==> src/rtl/if_id_stage.sv <==
// if_id_stage: instruction-fetch back end and IF/ID pipeline register.
// It issues the current PC to a synchronous instruction memory with a
// one-cycle read latency. It then pairs the returned word with its PC for
// decode. A stall parks the in-flight word in a one-entry hold buffer, and a
// flush squashes everything in flight.
//
//   state | meaning
//   ------+---------------------------------------------------------------
//   RUN   | imem_data_i is live for req_pc_q and feeds the ID register
//   HOLD  | hold buffer owns the word for req_pc_q; imem_data_i is ignored
module if_id_stage #(
   parameter int                ADDR_W = 32,
   parameter int                INSN_W = 32,
   parameter logic [INSN_W-1:0] NOP    = 32'h00000013
) (
   input  logic              clk_i,
   input  logic              rst_i,
   input  logic              start_i,
   input  logic              stall_i,
   input  logic              flush_i,
   input  logic [ADDR_W-1:0] pc_i,
   input  logic [INSN_W-1:0] imem_data_i,
   output logic [ADDR_W-1:0] imem_addr_o,
   output logic              imem_re_o,
   output logic [ADDR_W-1:0] pc_o,
   output logic [ADDR_W-1:0] pc_plus4_o,
   output logic [INSN_W-1:0] insn_o,
   output logic              valid_o
);

   typedef enum logic {RUN = 1'b0, HOLD = 1'b1} state_t;

   state_t            state_q, state_d;
   logic              req_valid_q, req_valid_d;
   logic [ADDR_W-1:0] req_pc_q, req_pc_d;
   logic              hold_valid_q, hold_valid_d;
   logic [INSN_W-1:0] hold_insn_q, hold_insn_d;
   logic [ADDR_W-1:0] pc_q, pc_d;
   logic [INSN_W-1:0] insn_q, insn_d;
   logic              valid_q, valid_d;

   // Memory interface: the address passes straight through, and the read is
   // gated whenever the request could not be accepted next cycle.
   always_comb begin
      imem_addr_o = pc_i;
      imem_re_o   = start_i & ~stall_i & ~flush_i & ~rst_i;
   end

   // Request stage: tracks which PC the memory is currently answering for.
   always_comb begin
      req_valid_d = req_valid_q;
      req_pc_d    = req_pc_q;
      if (flush_i) begin
         req_valid_d = 1'b0;
      end else if (!stall_i) begin
         req_valid_d = imem_re_o;
         req_pc_d    = pc_i;
      end
   end

   // Hold-buffer FSM: capture the returning word when a stall would drop it.
   always_comb begin
      state_d      = state_q;
      hold_valid_d = hold_valid_q;
      hold_insn_d  = hold_insn_q;
      case (state_q)
         RUN: begin
            if (stall_i && !flush_i && req_valid_q) begin
               hold_insn_d  = imem_data_i;
               hold_valid_d = 1'b1;
               state_d      = HOLD;
            end
         end
         HOLD: begin
            if (flush_i || !stall_i) begin
               hold_valid_d = 1'b0;
               state_d      = RUN;
            end
         end
         default: state_d = RUN;
      endcase
   end

   // ID register: flush squashes, stall freezes, otherwise take the word
   // from the hold buffer or the memory, or insert a bubble.
   always_comb begin
      pc_d    = pc_q;
      insn_d  = insn_q;
      valid_d = valid_q;
      if (flush_i) begin
         valid_d = 1'b0;
         insn_d  = NOP;
      end else if (stall_i) begin
         valid_d = valid_q;
      end else if (state_q == HOLD) begin
         pc_d    = req_pc_q;
         insn_d  = hold_insn_q;
         valid_d = 1'b1;
      end else if (req_valid_q) begin
         pc_d    = req_pc_q;
         insn_d  = imem_data_i;
         valid_d = 1'b1;
      end else begin
         valid_d = 1'b0;
         insn_d  = NOP;
      end
   end

   // State registers with synchronous reset that overrides every input.
   always_ff @(posedge clk_i) begin
      if (rst_i) begin
         state_q      <= RUN;
         req_valid_q  <= 1'b0;
         req_pc_q     <= '0;
         hold_valid_q <= 1'b0;
         hold_insn_q  <= NOP;
         pc_q         <= '0;
         insn_q       <= NOP;
         valid_q      <= 1'b0;
      end else begin
         state_q      <= state_d;
         req_valid_q  <= req_valid_d;
         req_pc_q     <= req_pc_d;
         hold_valid_q <= hold_valid_d;
         hold_insn_q  <= hold_insn_d;
         pc_q         <= pc_d;
         insn_q       <= insn_d;
         valid_q      <= valid_d;
      end
   end

   // pc_plus4_o is derived from pc_o and wraps naturally at 2^ADDR_W.
   always_comb begin
      pc_o       = pc_q;
      pc_plus4_o = pc_q + ADDR_W'(4);
      insn_o     = insn_q;
      valid_o    = valid_q;
   end

endmodule

==> config.mk <==
export PLATFORM = sky130hd
export DESIGN_NAME = if_id_stage
export DESIGN_NICKNAME = d
export VERILOG_FILES = /design/src/rtl/if_id_stage.sv
export SDC_FILE = /design/constraint.sdc
export NUM_CORES = 1
export LEC_CHECK = 0
export CORE_UTILIZATION = 49
export DETAILED_ROUTE_END_ITERATION = 10
export GPL_ROUTABILITY_DRIVEN = 0
export GPL_TIMING_DRIVEN = 0
export PLACE_DENSITY_LB_ADDON = 0.2
export SLEW_MARGIN = 10
export SYNTH_ARGS = -nofsm -noshare
export SYNTH_HDL_FRONTEND = slang
export SYNTH_SLANG_ARGS = --single-unit
==> constraint.sdc <==
create_clock -name clk_i -period 3.65 [get_ports clk_i]
set_input_delay 0.73 -clock clk_i [delete_from_list [all_inputs] [get_ports clk_i]]
set_output_delay 0.73 -clock clk_i [all_outputs]
set_load 0.05 [all_outputs]
# ---- Word-level counts from Yosys, hierarchy flattened
# Cells that the tools add are included.
dict set report totals {
  ff_bits 131
  inputBits 69
  output_inout_bits 130
  elab_cells 34
}
dict set report op_classes {
  n_addsub 1
  muxes 9
  n_bitwise 7
  reduce_logical 10
}
# cell n
set ops {}
lappend ops {{2-to-1 mux 32 bit} 4}
lappend ops {{adder 32 x 3 -> 32 bit (second input constant)} 1}
lappend ops {{2-to-1 mux 1 bit} 4}
lappend ops {{NOT 1 bit} 4}
lappend ops {{AND reduction 2 bit} 2}
lappend ops {{bitwise AND 1 bit} 3}
lappend ops {{AND reduction 3 bit} 1}
lappend ops {{logical AND 1 bit} 2}
lappend ops {{zero test 1 bit} 2}
lappend ops {{case mux 1 bit (2 select lines)} 1}
lappend ops {{nonzero test 2 bit} 1}
lappend ops {{OR reduction 2 bit} 1}
lappend ops {{logical OR 1 bit} 1}

# ---- Logic depth before layout (Yosys ltp)
dict set report logic_depth {
  depth_word 5
  depth_mapped 7
  depth_no_buf 5
}

# ---- Least setup slack after synthesis
# Ideal clock, no wire load.
dict set report synth_path {
  path_kind {reg-to-output}
  start {register pc_q[2], in the netlist pc_o[2]}
  end {output port pc_plus4_o[20]}
  t_arrival_ps 2657
  required_ps 2920
  path_slack_ps 263
  stages_incl_launch_ff 6
  path_buffers 0
  path_cell_list {dfxtp_1 > ha_1 > nand3_1 > nor4_4 > or3b_1 > xnor2_1}
}
dict set report synth_between {
  elab_chain_cells 1
}
# element line_no
set synth_rtl {}
lappend synth_rtl {{from (decl)} 38} ;# logic [ADDR_W-1:0] pc_q, pc_d;
lappend synth_rtl {{from (signal assigned)} 126} ;# pc_q <= pc_d;
lappend synth_rtl {{adder 32 x 3 -> 32 bit} 135} ;# pc_plus4_o = pc_q + ADDR_W'(4);
lappend synth_rtl {{to (decl)} 26} ;# output logic [ADDR_W-1:0] pc_plus4_o,
# No other way between the ends.

# ---- Worst setup path after layout
dict set report layout_path {
  start {register pc_q[4], in the netlist pc_o[4]}
  end {output port pc_plus4_o[29]}
}
# Same word-level chain as after synthesis.

==> summary.txt <==
Floorplanning
  • Die boundary width: 110.6 um
  • Die height: 110.6 um
  • I/O Pins: 199
  • Starting Density: 50.41%
  • Full die area: 0.01224 mm^2
  • Num rows: 39
  • Core area: 0.01147 mm^2

Global route
  • First-pass GRT wire length: 25,900 um
  • Initial antenna violation count: 0
  • Total GRT Usage: 25.98%
  • Vias in the first global route: 5,296
  • Largest net degree at the start of global routing: 17
  • Grt ovf: 0

Clocking
  • Clk root buf: clkbuf_16
  • Clock transition at the registers of the reported paths: 0.05 ns
  • Post-CTS Setup Inserts: 0
  • Clk sinks: 131
  • Num CTS Buffers: 17
  • CTS Buffer Depth: 2
  • Hold_buf cts: 0
  • CTS H-tree lvls: 4
  • CTS tree: done
  • Skew-Pair Late Insertion Delay: 0.41 ns

Timing
  • Crit share post-route: 95.45%
  • Clk_skew: 0.004809 ns
  • Hold WS: 0.4505 ns
  • Final Max Tran Viols: 0
  • Fin. Hold Viols: 0
  • Final setup vio count: 0
  • Relative slew slack: 62.01%
  • Setup_tns: 0 ns
  • Tmin final: 3.484 ns
  • Slew @ Worst Pin: 0.5681 ns
  • Max Freq: 0.2870 GHz

Run status
  • Status: completed

Hold path
  • Worst Hold Path EP: pc_o[31]$_SDFFE_PP0P_
  • HP Start: req_pc_q[31]$_SDFFE_PP0P_
  • Hold depth: 2
  • HP Class: register to register

Synth
  • EDFF count, synth: 0
  • Most used DFF post-synth: dfxtp_1
  • Top cell type's share of synthesized area: 45.37%
  • Post-synth net total: 841
  • Synth top area cells: dfxtp_1 (45%), nand2_1 (15%), a21oi_1 (14%), buf_4 (4.4%), nand3b_1 (4.2%)
  • Post-synth ARST share: 0%
  • Flops & latches, synth: 131
  • Post-Syn Area per Cell: 7.497 um^2
  • Sequential area share after synthesis: 45.37%
  • Commonest cells post-synth: nand2_1 (234), a21oi_1 (158), dfxtp_1 (131)
  • Cell count after synthesis: 771
  • Most instantiated library cell after synthesis: nand2_1
  • Area of the mapped netlist: 0.005781 mm^2
  • Ys Warns: 0
  • Yosys cell types: 29
  • Area leader, netlist: dfxtp_1

Critical path
  • Critical path arrival: 2.75 ns
  • Reg-to-reg endpoint: hold_insn_q[20]$_SDFFE_PP0P_
  • Worst EP required: 2.92 ns
  • Worst r2r src: req_valid_q$_SDFFE_PP0N_
  • Crit. End Element: output port
  • Critical Path Source Type: register
  • CP Class: register to output port
  • Critical path fanouts, max: 7
  • R2R setup slack: 1.84 ns
  • Worst reg2reg path depth: 6

Power
  • Pint: 2.591 mW
  • Net Switching: 0.8116 mW
  • Combinational power share: 10.5%
  • Peak VDD IR: 0.0003070 V
  • PwrDens: 399.1 mW/mm^2
  • Clock network power share: 46.4%
  • Tot Pwr: 3.403 mW
  • Power share of the sequential group: 43.1%
  • Switching Fraction: 23.85%
  • P_leak: 3.210 nW

Drt
  • Vias post-DR: 5,814
  • DRT Pass-1 Iters: 5
  • Vias per std cell: 5.091
  • DRC violations left: 0
  • Drt total wl: 15,970 um
  • DRT iter0 DRCs: 262
  • ANT nets after route: 0
  • Drt wl/cell: 13.98 um

Layout
  • Nets: 1,056
  • Post-route non-filler standard cell count: 1,142
  • Fin util: 74.35%
  • Antenna diodes: 0
  • Layout cells sized above 1: 7.608%
  • Synth-to-layout area growth: 47.49%

Place
  • PortBufs: 196
  • DPL Wire Length: 11,680 um
  • Placed insts: 1,110

Job
  • Max Cap Viol: 0
-- routing by layer --
metal	global-route usage, %	up-vias	part of all wire, %
met5	0	-	0
met4	8.267	0	1.5
met3	7.080	24	6.6
met2	45.22	205	51
met1	30.90	2636	41
li1	-	2949	-
-- cells in the final DEF (no fill, tap or decap), types with 6 or more instances in the layout --
cell,Yosys,layout
dfxtp_1,131,131
nand4_1,6,6
inv_1,6,6
buf_4,34,34
clkbuf_16,0,17
dlymetal6s2s_1,0,14
clkbuf_1,50,53
clkdlybuf4s50_1,0,180
nand3_1,19,19
nand3b_1,32,32
nand2_1,234,234
a21oi_1,158,158
xnor2_1,23,23
and3_1,7,7
nor2_1,42,42
-- worst max-delay path, cell delays in order (launching register included) --
cell             delay, ns
dfxtp_1               0.48
nand4_4               0.23
nor4_2                0.51
nand3_1               0.15
xnor2_1               0.15
clkdlybuf4s50_1       0.83
-- what timing repair did --
action,4_1_cts,5_1_grt
gates resized for setup,4,17
setup endpoints to repair,8,17
pin swaps,0,0
-- state kept, by name (all words and copies together), names as in the netlist --
register and cells:
hold_insn_q 32, req_valid_q 1, insn_o 32, pc_o 32, state_q 1, valid_o 1, req_pc_q 32
-- through the flow --
stage / instance area [um^2] / setup slack, ns
detailed placement: 7921 / 0.09511
floorplan: 5781 / 0.2635
global route: 8526 / -0.003110
global placement: 7921 / 0.09928
finish: 8526 / 0.1662
CTS: 8488 / 0.01667
-- area by class of cell --
class                      instances  area (um^2)
buffer                            88        461.7
clock buffer                      23        478.0
clock inverter                     9        80.08
fill                             913         2942
inverter                           6        22.52
multi-input combinational        546         2691
sequential                       131         2623
tap                              143        178.9
timing repair buffer             196         1991
-- cells by family (layout without fill, tap and decap cells) --
group                      after synthesis  after routing  share of synthesized area, %
adders and majority gates                1              1                        0.2164
DFF                                    131            131                         45.37
buffers and inverters                   94            322                         8.376
AOI/OAI and AO/OA                      163            163                         14.31
and+or+nand+nor                        354            354                         27.49
xor gates and xnor gates                28             28                         4.242
-- how the worst max path moves through the flow --
stage	start	end	depth (start not counted)
after floorplan	pc_o[2]$_SDFFE_PP0P_	pc_plus4_o[20]	5
after detailed placement	flush_i	imem_re_o	5
final	pc_o[4]$_SDFFE_PP0P_	pc_plus4_o[29]	5
after CTS	pc_o[2]$_SDFFE_PP0P_	pc_plus4_o[26]	6
after global routing	pc_o[17]$_SDFFE_PP0P_	pc_plus4_o[29]	6
after global placement	flush_i	imem_re_o	5
-- power groups by stage --
stage	logic [mW]	registers [mW]	clock network, mW
final	0.357	1.47	1.58
after global routing	0.382	1.47	1.68
after CTS	0.359	1.47	1.59
after detailed placement	0.357	1.50	0
after global placement	0.354	1.50	0
after floorplan	0.185	1.51	0
Note: power is estimated with default switching activity, not from simulation.
